$ cat config.mk
export PLATFORM = sky130hd
export DESIGN_NAME = isa_bus_cycle_sequencer
export DESIGN_NICKNAME = d
export VERILOG_FILES = /design/src/rtl/isa_bus_cycle_sequencer.sv
export SDC_FILE = /design/constraint.sdc
export NUM_CORES = 1
export LEC_CHECK = 0
export BUFFER_PORTS_ARGS = -buffer_cell sky130_fd_sc_hd__buf_4
export CAP_MARGIN = 20
export CORE_UTILIZATION = 48
export DETAILED_ROUTE_END_ITERATION = 12
export PLACE_DENSITY = 0.69
export SYNTH_ARGS = -nofsm -noshare
export SYNTH_HDL_FRONTEND = slang
export SYNTH_SLANG_ARGS = --single-unit
$ cat constraint.sdc
create_clock -name clk -period 4.9 [get_ports clk]
set_clock_uncertainty 0.05 [all_clocks]
set_input_delay 0.98 -clock clk [delete_from_list [all_inputs] [get_ports clk]]
set_output_delay 0.98 -clock clk [all_outputs]
set_load 0.01 [all_outputs]
$ cat src/rtl/isa_bus_cycle_sequencer.sv
// isa_bus_cycle_sequencer
//
// Turns a host read/write request into one timed ISA bus cycle:
// address latch, data latch, strobe, recovery, then a control-register clear.
// Handles I/O (IOR/IOW) and memory (MEMR/MEMW) cycles with programmable
// setup, strobe and recovery lengths.
//
// Optional build macro: ISA_IOCHRDY_EN
//   defined   - IOCHRDY wait states stretch the strobe, bounded by WAIT_MAX;
//               a bounded-out strobe reports timeout alongside done.
//   undefined - iochrdy is ignored, timeout is tied low, timing is fixed.
//
// Ports:
//   clk            system clock, rising edge
//   reset          synchronous, active-low
//   req_read       read request level (sampled in IDLE only)
//   req_write      write request level (sampled in IDLE only)
//   req_mem        1 = memory cycle, 0 = I/O cycle (latched with the request)
//   iochrdy        ISA channel ready, already synchronous to clk
//   address_load   active-low address latch enable
//   data_load      active-low data latch enable
//   ior, iow       active-low I/O strobes
//   memr, memw     active-low memory strobes
//   control_reset  active-low control-register clear
//   busy           high whenever not IDLE
//   done           one-clock pulse in the control-clear clock
//   timeout        one-clock pulse with done after a wait-state timeout

module isa_bus_cycle_sequencer #(
    parameter int SETUP_CYCLES    = 1,
    parameter int STROBE_CYCLES   = 4,
    parameter int RECOVERY_CYCLES = 1,
    parameter int WAIT_MAX        = 31
) (
    input  logic clk,
    input  logic reset,
    input  logic req_read,
    input  logic req_write,
    input  logic req_mem,
    input  logic iochrdy,
    output logic address_load,
    output logic data_load,
    output logic ior,
    output logic iow,
    output logic memr,
    output logic memw,
    output logic control_reset,
    output logic busy,
    output logic done,
    output logic timeout
);

    localparam int MAX_A = (SETUP_CYCLES > STROBE_CYCLES) ? SETUP_CYCLES : STROBE_CYCLES;
    localparam int MAX_B = (RECOVERY_CYCLES > WAIT_MAX) ? RECOVERY_CYCLES : WAIT_MAX;
    localparam int MAX_P = (MAX_A > MAX_B) ? MAX_A : MAX_B;
    localparam int CNT_W = $clog2(MAX_P + 1);

    localparam logic [CNT_W-1:0] SETUP_LOAD    = CNT_W'(SETUP_CYCLES - 1);
    localparam logic [CNT_W-1:0] STROBE_LOAD   = CNT_W'(STROBE_CYCLES - 1);
    localparam logic [CNT_W-1:0] RECOVERY_LOAD = CNT_W'(RECOVERY_CYCLES - 1);

    typedef enum logic [2:0] {
        IDLE,
        ADDR,
        SETUP,
        STROBE,
        RECOVER,
        CTRL_RESET
    } state_t;

    state_t           state, nxt_state;
    logic [CNT_W-1:0] cnt, nxt_cnt;
    logic             is_read, nxt_is_read;
    logic             is_mem, nxt_is_mem;
    logic             data_load_q;
    logic             read_final;
    logic             strobe_on;

`ifdef ISA_IOCHRDY_EN
    localparam int WAIT_W = $clog2(WAIT_MAX + 1);
    logic [WAIT_W-1:0] waits, nxt_waits;
    logic              timed_out, nxt_timed_out;
`endif

    // Next-state / counter logic. The counter holds "clocks left minus one"
    // for the current timed state; in STROBE it parks at zero while waiting.
    always_comb begin
        nxt_state   = state;
        nxt_cnt     = cnt;
        nxt_is_read = is_read;
        nxt_is_mem  = is_mem;
`ifdef ISA_IOCHRDY_EN
        nxt_waits     = waits;
        nxt_timed_out = timed_out;
`endif
        unique case (state)
            IDLE: begin
                if (req_read || req_write) begin
                    nxt_state   = ADDR;
                    nxt_is_read = req_read;   // read wins when both are set
                    nxt_is_mem  = req_mem;
`ifdef ISA_IOCHRDY_EN
                    nxt_waits     = '0;
                    nxt_timed_out = 1'b0;
`endif
                end
            end
            ADDR: begin
                nxt_state = SETUP;
                nxt_cnt   = SETUP_LOAD;
            end
            SETUP: begin
                if (cnt == '0) begin
                    nxt_state = STROBE;
                    nxt_cnt   = STROBE_LOAD;
                end else begin
                    nxt_cnt = cnt - 1'b1;
                end
            end
            STROBE: begin
                if (cnt != '0) begin
                    nxt_cnt = cnt - 1'b1;
                end else begin
`ifdef ISA_IOCHRDY_EN
                    if (iochrdy) begin
                        nxt_state = RECOVER;
                        nxt_cnt   = RECOVERY_LOAD;
                    end else if (waits == WAIT_W'(WAIT_MAX)) begin
                        nxt_state     = RECOVER;
                        nxt_cnt       = RECOVERY_LOAD;
                        nxt_timed_out = 1'b1;
                    end else begin
                        nxt_waits = waits + 1'b1;
                    end
`else
                    nxt_state = RECOVER;
                    nxt_cnt   = RECOVERY_LOAD;
`endif
                end
            end
            RECOVER: begin
                if (cnt == '0) begin
                    nxt_state = CTRL_RESET;
                end else begin
                    nxt_cnt = cnt - 1'b1;
                end
            end
            CTRL_RESET: nxt_state = IDLE;
            default:    nxt_state = IDLE;
        endcase
    end

    // Outputs are registered from the next state so each pin is clean for
    // the whole clock in which its state is active.
    always_comb begin
        strobe_on = (nxt_state == STROBE);
`ifdef ISA_IOCHRDY_EN
        // Strobe end depends on iochrdy within that clock, so the read
        // latch pulse is decoded combinationally below instead.
        read_final = 1'b0;
`else
        read_final = strobe_on && (nxt_cnt == '0) && nxt_is_read;
`endif
    end

    always_ff @(posedge clk) begin
        if (!reset) begin
            state         <= IDLE;
            cnt           <= '0;
            is_read       <= 1'b0;
            is_mem        <= 1'b0;
            address_load  <= 1'b1;
            data_load_q   <= 1'b1;
            ior           <= 1'b1;
            iow           <= 1'b1;
            memr          <= 1'b1;
            memw          <= 1'b1;
            control_reset <= 1'b1;
            busy          <= 1'b0;
            done          <= 1'b0;
`ifdef ISA_IOCHRDY_EN
            waits         <= '0;
            timed_out     <= 1'b0;
            timeout       <= 1'b0;
`endif
        end else begin
            state         <= nxt_state;
            cnt           <= nxt_cnt;
            is_read       <= nxt_is_read;
            is_mem        <= nxt_is_mem;
            address_load  <= !(nxt_state == ADDR);
            // Write data is latched in the first SETUP clock only.
            data_load_q   <= !(((state == ADDR) && !nxt_is_read) || read_final);
            ior           <= !(strobe_on && !nxt_is_mem &&  nxt_is_read);
            iow           <= !(strobe_on && !nxt_is_mem && !nxt_is_read);
            memr          <= !(strobe_on &&  nxt_is_mem &&  nxt_is_read);
            memw          <= !(strobe_on &&  nxt_is_mem && !nxt_is_read);
            control_reset <= !(nxt_state == CTRL_RESET);
            busy          <= (nxt_state != IDLE);
            done          <= (nxt_state == CTRL_RESET);
`ifdef ISA_IOCHRDY_EN
            waits         <= nxt_waits;
            timed_out     <= nxt_timed_out;
            timeout       <= (nxt_state == CTRL_RESET) && nxt_timed_out;
`endif
        end
    end

`ifdef ISA_IOCHRDY_EN
    // Read data is latched in the clock that ends the strobe with iochrdy
    // high; a timed-out strobe ends with iochrdy low and gets no pulse.
    assign data_load = data_load_q &
                       !((state == STROBE) && is_read && (cnt == '0) && iochrdy);
`else
    logic unused_iochrdy;
    assign unused_iochrdy = iochrdy;
    assign data_load      = data_load_q;
    assign timeout        = 1'b0;
`endif

endmodule

==> out/summary.txt, run 1 <==
Run status -> complete, no violations
F_max -> 345 MHz
Clk_lat worst skew -> 0.31 ns
Synth Warn # -> 0
HP Class -> flip-flop to flip-flop
Number of vias per cell -> 5.66
Vias in the first global route -> 671
CTS tree -> done
# IOs -> 16
CP required -> 5.09 ns
Crit path DAT -> 3.09 ns
Measured slew at the worst slew-check pin -> 0.754 ns
Setup TNS -> 0 ns
Fin util -> 57.8%
Final nets -> 130
Synth area leaders -> dfxtp_1, ha_1, nor2b_1, nor3b_1, nor2_1
Num CTS Buffers -> 3
Worst setup EP type -> flip-flop
Post-Place Cells -> 143
PortBufs -> 13
Synth area leader -> dfxtp_1
WHS -> 0.487 ns
Clock Tree Root -> clkbuf_4
# rows -> 16
Final worst-path cycle share -> 59.2%
Antenna violations before repair -> 0
RSZ-0062 raised after global routing -> no
DP Area -> 1120 um^2
Commonest cells post-synth -> dfxtp_1, nor2_1, nand2_1, nor2b_1
Die area -> 2330 um^2
Initial Utilization -> 51.8%
Post-synth top area share -> 37.1%
Biggest regs -> cnt: 5 flops, state: 3 flops
Largest Register -> cnt
Placed wire-length estimate -> 1450 um
Syn_nets -> 120
DR iter-0 viols -> 21
Routed via count -> 832
Max Cap Viol -> 0
Hold buffer count at CTS -> 0
DRT Pass-1 Iters -> 4
Top-count cell post-synth -> dfxtp_1
ANT cells -> 0
Dpl ws -> 2.07 ns
CP Max Fanout -> 7
P per Cell Area -> 591 nW/um^2
Clock tree buffer depth -> 2
Core Area -> 1980 um^2
Count of final setup violators -> 0
Syn_area_per_cell -> 9.24 um^2
First-pass GRT wire length -> 3120 um
Post-detailed-route count of antenna-violating nets -> 0
Post-synth ARST share -> 0%
Slew Limit Fails -> 0
Slew margin rel. -> 49.7%
Reg clk slew, reported paths -> 0.11 ns
Leakage Power -> 0.493 nW
Layout cells sized above 1 -> 20.0%
Cell area after synthesis -> 1030 um^2
Total power -> 0.677 mW
Tmin final -> 2.90 ns
DRT Wirelength -> 2080 um
Clk sink count -> 19
Die Width -> 48.2 um
Most used DFF post-synth -> dfxtp_1
Final non-filler cell total -> 147
Hold violation total from the final report -> 0
Post-synth EDFFs -> 0
Post_cts resized -> 0
Unique masters post-synth -> 47
Largest net degree at the start of global routing -> 25
Crit Path Class -> flip-flop to flip-flop
GRT overflow -> 0
DRC viols -> 0
Setup Buffers After CTS -> 0
CP Launch Type -> flip-flop
DR WL/cell -> 14.1 um
Final Instance Area -> 1140 um^2
Htree depth -> 1
DIE HEIGHT -> 48.2 um
Max reg flops -> 5
FF+latch count, synth -> 19
GPL Wtd Cong -> 0.829
Area Growth Syn to Fin -> 11.6%
Aggregate global-route resource usage -> 20.3%
Synth Instances -> 111
Setup WS post-layout -> 2.00 ns
Worst vdd ir -> 0.314 mV
Post-synthesis sequential area ratio -> 37.1%
-- per-layer routing --
layer | routed length (um) | vias to the layer above | share of wire, % | track usage [%]
met5 | 0 | - | 0 | 0
met4 | 36 | 0 | 1.7 | 10.0
met3 | 60 | 5 | 2.9 | 4.44
met2 | 950 | 16 | 46 | 29.6
met1 | 1030 | 395 | 50 | 28.1
li1 | - | 416 | - | -
-- final timing paths --
path	start	endpoint	slack [ns]	cells past startpoint
setup / recovery	cnt[0]	data_load	2.00	10
hold / removal	cnt[4]	cnt[4]	0.49	2
setup reg to reg	cnt[0]	data_load	2.00	10
hold reg to reg	cnt[4]	cnt[4]	0.49	2
-- worst max-delay path: stages, from the launching register on --
cell and delay (ns):
dfxtp_1 0.35, inv_1 0.12, ha_1 0.24, nor4b_4 0.46
inv_1 0.22, ha_1 0.31, nor4bb_1 0.15, nor4_2 0.27
a21boi_1 0.26, and4bb_1 0.25, a21oi_2 0.14
-- layout make-up --
type                    instances  area [um^2]
clock buffers                   3         22.5
clock inverters                 1         5.00
fillers                       180          837
inverters                       5         18.8
multi-input cells              79          587
flip-flops and latches         19          380
well taps                      27         33.8
repair buffers                 13         97.6
-- cells by family after synthesis --
kind of cell / after synthesis / synth area share (%)
buf+inv: 13 / 5.73
xor+xnor: 2 / 2.44
compound gates: 19 / 15.1
simple gates: 52 / 33.7
flops: 19 / 37.1
other cells: 1 / 0.366
fa+ha+maj: 3 / 3.66
mux: 2 / 1.95
-- where the power goes --
group | total, mW | switching, mW | internal [mW] | leakage [nW]
Combinational | 0.353 | 0.186 | 0.167 | 0.320
Clock | 0.0805 | 0.0499 | 0.0305 | 0.0177
Sequential | 0.243 | 0.0529 | 0.191 | 0.155
-- cells in the final DEF (no fill, tap or decap), types with 3 or more instances in the layout --
| cell type | instances |
|---|---|
| buf_4 | 13 |
| nand2_1 | 6 |
| inv_1 | 5 |
| nand2b_1 | 3 |
| clkbuf_4 | 3 |
| nor3_1 | 4 |
| dfxtp_1 | 19 |
| nor2b_1 | 6 |
| nor2_1 | 7 |
| ha_1 | 3 |
| nor3b_1 | 4 |
| and2_1 | 4 |
Note: power is estimated with default switching activity, not from simulation.
==> run 2, diff against run 1 <==
- clock period: 4.9 -> 2.9 ns (I/O delays scaled with it)
==> run 2 against run 1 <==
  * Global-route usage up 0.35 points
  * Maximum frequency up 17%
  * Via count down 0.24%
  * Worst hold slack worse by 0.0047 ns
  * Routed wire length down 2.6%
  * Clock power up 64%
==> out/summary.txt, run 2 (synthesis results as in run 1) <==
Layout cells sized above 1 -> 20.7%
Filler cell count in the final layout -> 174
Placed wire-length estimate -> 1460 um
First-pass GRT wire length -> 3310 um
Final non-filler cell total -> 148
Number of vias per cell -> 5.61
Crit path buf inv count -> 2
Clk sink count -> 19
Core Area -> 1980 um^2
# rows -> 16
Slew Limit Fails -> 0
DR WL/cell -> 13.7 um
Die area -> 2330 um^2
CTS tree -> done
Reg clk slew, reported paths -> 0.11 ns
Htree depth -> 1
Biggest regs -> cnt: 5 flops, state: 3 flops
HP Start -> cnt[4]
Reg-to-Reg Start -> cnt[0]
Total power -> 1.15 mW
GRT overflow -> 0
DRT Pass-1 Iters -> 4
Antenna violations before repair -> 0
Crit Path Class -> flip-flop to flip-flop
Largest Register -> cnt
Most common cell after layout, fill and taps aside -> dfxtp_1
Clock tree buffer depth -> 2
Setup Buffers After CTS -> 0
Slowest stage delay, CP -> 0.34 ns
Die Width -> 48.2 um
Count of final setup violators -> 0
Setup TNS -> 0 ns
GPL Wtd Cong -> 0.847
Post-Place Cells -> 144
P per Cell Area -> 999 nW/um^2
DP Area -> 1120 um^2
ANT cells -> 0
Setup WS post-layout -> 0.419 ns
WHS -> 0.482 ns
Largest net degree at the start of global routing -> 25
Initial Utilization -> 51.8%
Routed via count -> 830
CP required -> 3.08 ns
Final worst-path cycle share -> 85.6%
Leakage Power -> 0.498 nW
Critical-path top delay cell -> dfxtp_1
Hold buffer count at CTS -> 0
Fin util -> 58.1%
Crit path DAT -> 2.67 ns
Clock Tree Root -> clkbuf_4
DIE HEIGHT -> 48.2 um
DR iter-0 viols -> 13
Worst setup EP type -> flip-flop
Most frequent cells in the layout -> dfxtp_1, buf_4, nor2_1, nor2b_1, nand2_1
Slew margin rel. -> 51.2%
Cell Chain, Critical Path -> inv_1, ha_1, nor4b_4, inv_1, ha_1, nor4bb_1, nor4_2, a21boi_1, and4bb_1, a21oi_2
Tmin final -> 2.48 ns
Worst vdd ir -> 0.468 mV
Aggregate global-route resource usage -> 20.7%
Vias in the first global route -> 734
# IOs -> 16
Clk_lat worst skew -> 0.29 ns
Post_cts resized -> 0
PortBufs -> 13
Final nets -> 131
Max Cap Viol -> 0
HP Class -> flip-flop to flip-flop
CP Launch Type -> flip-flop
Crit path max-delay family -> simple AND/OR/NAND/NOR gates
Run status -> complete, no violations
Final Instance Area -> 1150 um^2
Post-detailed-route count of antenna-violating nets -> 0
CP Max Fanout -> 5
RSZ-0062 raised after global routing -> no
Num CTS Buffers -> 3
Critical Path Source -> cnt[0]
DRT Wirelength -> 2030 um
Max reg flops -> 5
Dpl ws -> 0.463 ns
Area Growth Syn to Fin -> 12.3%
DRC viols -> 0
F_max -> 403 MHz
Hold violation total from the final report -> 0
Measured slew at the worst slew-check pin -> 0.731 ns
run 2: cell types whose count changed in the layout (fill, tap and decap cells not counted):
cell,previous run,this run
buf_4,13,14
run 2: tightest hold or removal path, cell delays in order (launching register included):
cell	delay, ns
dfxtp_1	0.38
nand2_1	0.08
a211oi_1	0.04
run 2: final cells by class:
class	count	area, um^2	share of cell area (%)
multi-input cells	79	587	50.9
well taps	27	33.8	2.93
repair buffers	14	105	9.12
flip-flops and latches	19	380	33.0
clock buffers	3	22.5	1.95
inverters	5	18.8	1.63
clock inverters	1	5.00	0.434
run 2: per-layer routing:
| layer | up-vias | part of all wire [%] | track usage, % |
|---|---|---|---|
| li1 | 416 | - | - |
| met1 | 400 | 50 | 28.3 |
| met4 | 0 | 0.64 | 8.33 |
| met5 | - | 0 | 0 |
| met2 | 12 | 46 | 32.3 |
| met3 | 2 | 2.6 | 3.33 |
run 2: worst paths after layout:
| path | to | slack (ns) | depth (start not counted) |
|---|---|---|---|
| worst max-delay path | data_load | 0.42 | 10 |
| worst min-delay path | cnt[4] | 0.48 | 2 |
| worst max register to register | data_load | 0.42 | 10 |
| worst min register to register | cnt[4] | 0.48 | 2 |
run 2: power breakdown:
part	switching, mW	internal (mW)	leakage (nW)
clock	0.0811	0.0513	0.0177
sequential	0.0878	0.322	0.155
combinational	0.311	0.298	0.325
total	0.480	0.672	0.498
==> run 3, diff against run 2 <==
- ABC_AREA: not set -> 1
- CTS_BUF_LIST: not set -> sky130_fd_sc_hd__clkbuf_8
- PLACE_DENSITY: 0.69 -> 0.7
==> run 3 against run 2 <==
  * Non-clock buffer count fell by 1
  * Sequential share of layout area rose by 0.33 points
  * Maximum frequency rose by 23%
  * Sequential power fell by 11%
  * Highest routed layer unchanged
  * Setup slack improved by 0.46 ns
  * Utilization rose by 4.5 points
  * Final area fell by 0.98%
  * Via count rose by 1.7%
==> out/summary.txt, run 3 <==
Most frequent cells in the layout -> nand2_1, dfxtp_1, nor2_1, inv_1, buf_4
Layout cells sized above 1 -> 27.5%
Synth Warn # -> 0
GRT met1 Usage -> 25.1%
Setup Buffers After CTS -> 0
Post-detailed-route count of antenna-violating nets -> 0
Post-Synth XOR/XNOR Area -> 0.896%
FF+latch count, synth -> 19
Most used routing layer -> met2
CP required -> 3.01 ns
WHS -> 0.444 ns
Largest family of logic cells by synthesized area -> simple AND/OR/NAND/NOR gates
HP Start -> cnt[4]
Worst reg-to-reg setup slack -> 0.88 ns
Post-synth EDFFs -> 0
Slowest stage delay, CP -> 0.36 ns
CP Launch Type -> flip-flop
Final Instance Area -> 1140 um^2
Net Sw Frac -> 44.6%
First-pass GRT wire length -> 3170 um
Max Cap Viol -> 0
Vias in the first global route -> 760
Worst vdd ir -> 0.646 mV
DR WL/cell -> 10.6 um
Most used DFF post-synth -> dfxtp_1
Critical-path top delay cell -> ha_1
Core Area -> 1820 um^2
Reg clk slew, reported paths -> 0.07 ns
Syn_nets -> 143
Synth area leaders -> dfxtp_1, nand2_1, inv_1, nor2_1, nor2_2
Simple logic cell fraction of the synthesized area -> 39.8%
DRT Wirelength -> 1850 um
Clk_lat worst skew -> 0.26 ns
Filler cell count in the final layout -> 175
Crit Path Class -> flip-flop to flip-flop
Post-synth top area share -> 38.9%
Antenna violations before repair -> 0
Post-synthesis mux area share -> 0%
RSZ-0062 raised after global routing -> no
HP Class -> flip-flop to flip-flop
Hold violation total from the final report -> 0
DIE HEIGHT -> 47.1 um
Most common cell after layout, fill and taps aside -> nand2_1
Worst Hold Endpoint -> cnt[4]
FF-to-FF path depth -> 11
Clock Tree Root -> clkbuf_8
Htree depth -> 1
Final non-filler cell total -> 174
DR iter-0 viols -> 17
Routed via count -> 844
Commonest cells post-synth -> nand2_1, dfxtp_1, inv_1, nor2_1, nand3_1
ANT cells -> 0
Unique masters post-synth -> 22
Post_cts resized -> 0
Die Width -> 47.1 um
Adder-cell share of the synthesized area -> 3.84%
Post-Place Cells -> 170
Max reg flops -> 5
Area Growth Syn to Fin -> 16.8%
Post-synthesis sequential area ratio -> 38.9%
DRC viols -> 0
Cell area after synthesis -> 977 um^2
GPL Wtd Cong -> 0.769
CP Max Fanout -> 10
Dpl ws -> 0.913 ns
Die area -> 2220 um^2
Largest Register -> cnt
Clock tree buffer depth -> 2
Final worst-path cycle share -> 69.7%
Setup TNS -> 0 ns
M3 GR Usage -> 5.77%
Cell Chain, Critical Path -> inv_1, ha_1, nand3_2, ha_1, o21ai_0, nor2_1, nand2_1, nand2_1, nand3_1, nor2_1, nor2_1
Switching power total -> 0.494 mW
Compound-cell area share of the yosys netlist -> 6.91%
Synth Instances -> 134
Biggest regs -> cnt: 5 flops, state: 3 flops
Reg-to-Reg Start -> cnt[0]
Grt met2 use -> 35.3%
Num CTS Buffers -> 3
Top-count cell post-synth -> nand2_1
Syn_area_per_cell -> 7.29 um^2
Placed wire-length estimate -> 1440 um
Slew Limit Fails -> 0
DRT Pass-1 Iters -> 4
Seq pwr share -> 32.9%
Leakage Power -> 0.567 nW
Largest net degree at the start of global routing -> 12
Tmin final -> 2.02 ns
Initial Utilization -> 53.7%
Endpoint of the worst-slack reg-to-reg timing path -> data_load
Post-synth ARST share -> 0%
Clock share of power -> 16.7%
Crit path DAT -> 2.13 ns
P per Cell Area -> 970 nW/um^2
CTS tree -> done
PortBufs -> 13
GRT overflow -> 0
Count of final setup violators -> 0
Setup WS post-layout -> 0.879 ns
Synth area leader -> dfxtp_1
Hold Crit Depth -> 2
Aggregate global-route resource usage -> 20.9%
Clk sink count -> 19
# IOs -> 16
Final nets -> 159
DP Area -> 1090 um^2
Run status -> complete, no violations
Most used cell, CP -> nor2_1
Internal power -> 0.613 mW
Number of vias per cell -> 4.85
F_max -> 495 MHz
# rows -> 15
Hold buffer count at CTS -> 0
Worst setup EP type -> flip-flop
Combinational power share -> 50.4%
run 3: cell types whose count changed after synthesis, moves of 4 or more:
cell | previous run | this run
nand2_1 | 6 | 33
inv_1 | 5 | 17
nor2_1 | 7 | 17
nor2_2 | 0 | 8
nand3_1 | 2 | 9
nor2b_1 | 6 | 0
buf_2 | 5 | 0
and2_1 | 4 | 0
inv_2 | 0 | 4
nand2_4 | 0 | 4
nor3b_1 | 4 | 0
run 3: kinds of logic after synthesis:
| family | Yosys count |
|---|---|
| AOI/OAI and AO/OA | 10 |
| and+or+nand+nor | 77 |
| xor gates and xnor gates | 1 |
| buffers and inverters | 23 |
| other | 1 |
| adders and majority gates | 3 |
| DFF | 19 |
run 3: worst max path at each step:
stage                      start        end  slack [ns]
after floorplan           cnt[0]  data_load        1.19
after global placement    cnt[0]  data_load        0.96
after detailed placement  cnt[0]  data_load        0.91
after CTS                 cnt[0]  data_load        0.89
after global routing      cnt[0]  data_load        0.76
final                     cnt[0]  data_load        0.88
run 3: critical path, delay by kind of cell (launching register included):
kind / cells / cell delay, ns
flip-flops: 1 / 0.31
buffers and inverters: 1 / 0.14
adder cells (fa/ha/maj): 2 / 0.63
AO/OA/AOI/OAI: 1 / 0.07
AND/OR/NAND/NOR: 7 / 0.72
run 3: area by class of cell:
class / instances / area, um^2 / area share, %
clock buffers: 3 / 41.3 / 3.62
clock inverters: 1 / 5.00 / 0.439
inverters: 21 / 78.8 / 6.91
multi-input cells: 92 / 507 / 44.4
flip-flops and latches: 19 / 380 / 33.3
well taps: 25 / 31.3 / 2.74
repair buffers: 13 / 97.6 / 8.55
run 3: power by group through the flow:
| stage | combinational [mW] | clock [mW] | sequential, mW |
|---|---|---|---|
| 6_report | 0.558 | 0.185 | 0.365 |
| 5_1_grt | 0.632 | 0.200 | 0.373 |
| 4_1_cts | 0.559 | 0.190 | 0.365 |
| 3_5_place_dp | 0.555 | 0 | 0.370 |
| 3_3_place_gp | 0.544 | 0 | 0.368 |
| 2_1_floorplan | 0.418 | 0 | 0.375 |
run 3: through the flow:
| stage | util (%) | total power [mW] |
|---|---|---|
| CTS | 62.7 | 1.11 |
| finish | 62.7 | 1.11 |
| global route | 62.7 | 1.21 |
| detailed placement | 60.1 | 0.926 |
| floorplan | - | 0.793 |
| global placement | 60.1 | 0.912 |
run 3: layer usage:
| metal | part of all wire, % | wire length (um) | vias up |
|---|---|---|---|
| met2 | 49 | 912 | 15 |
| li1 | - | - | 438 |
| met5 | 0 | 0 | - |
| met4 | 1.2 | 23 | 0 |
| met1 | 45 | 822 | 387 |
| met3 | 4.7 | 87 | 4 |
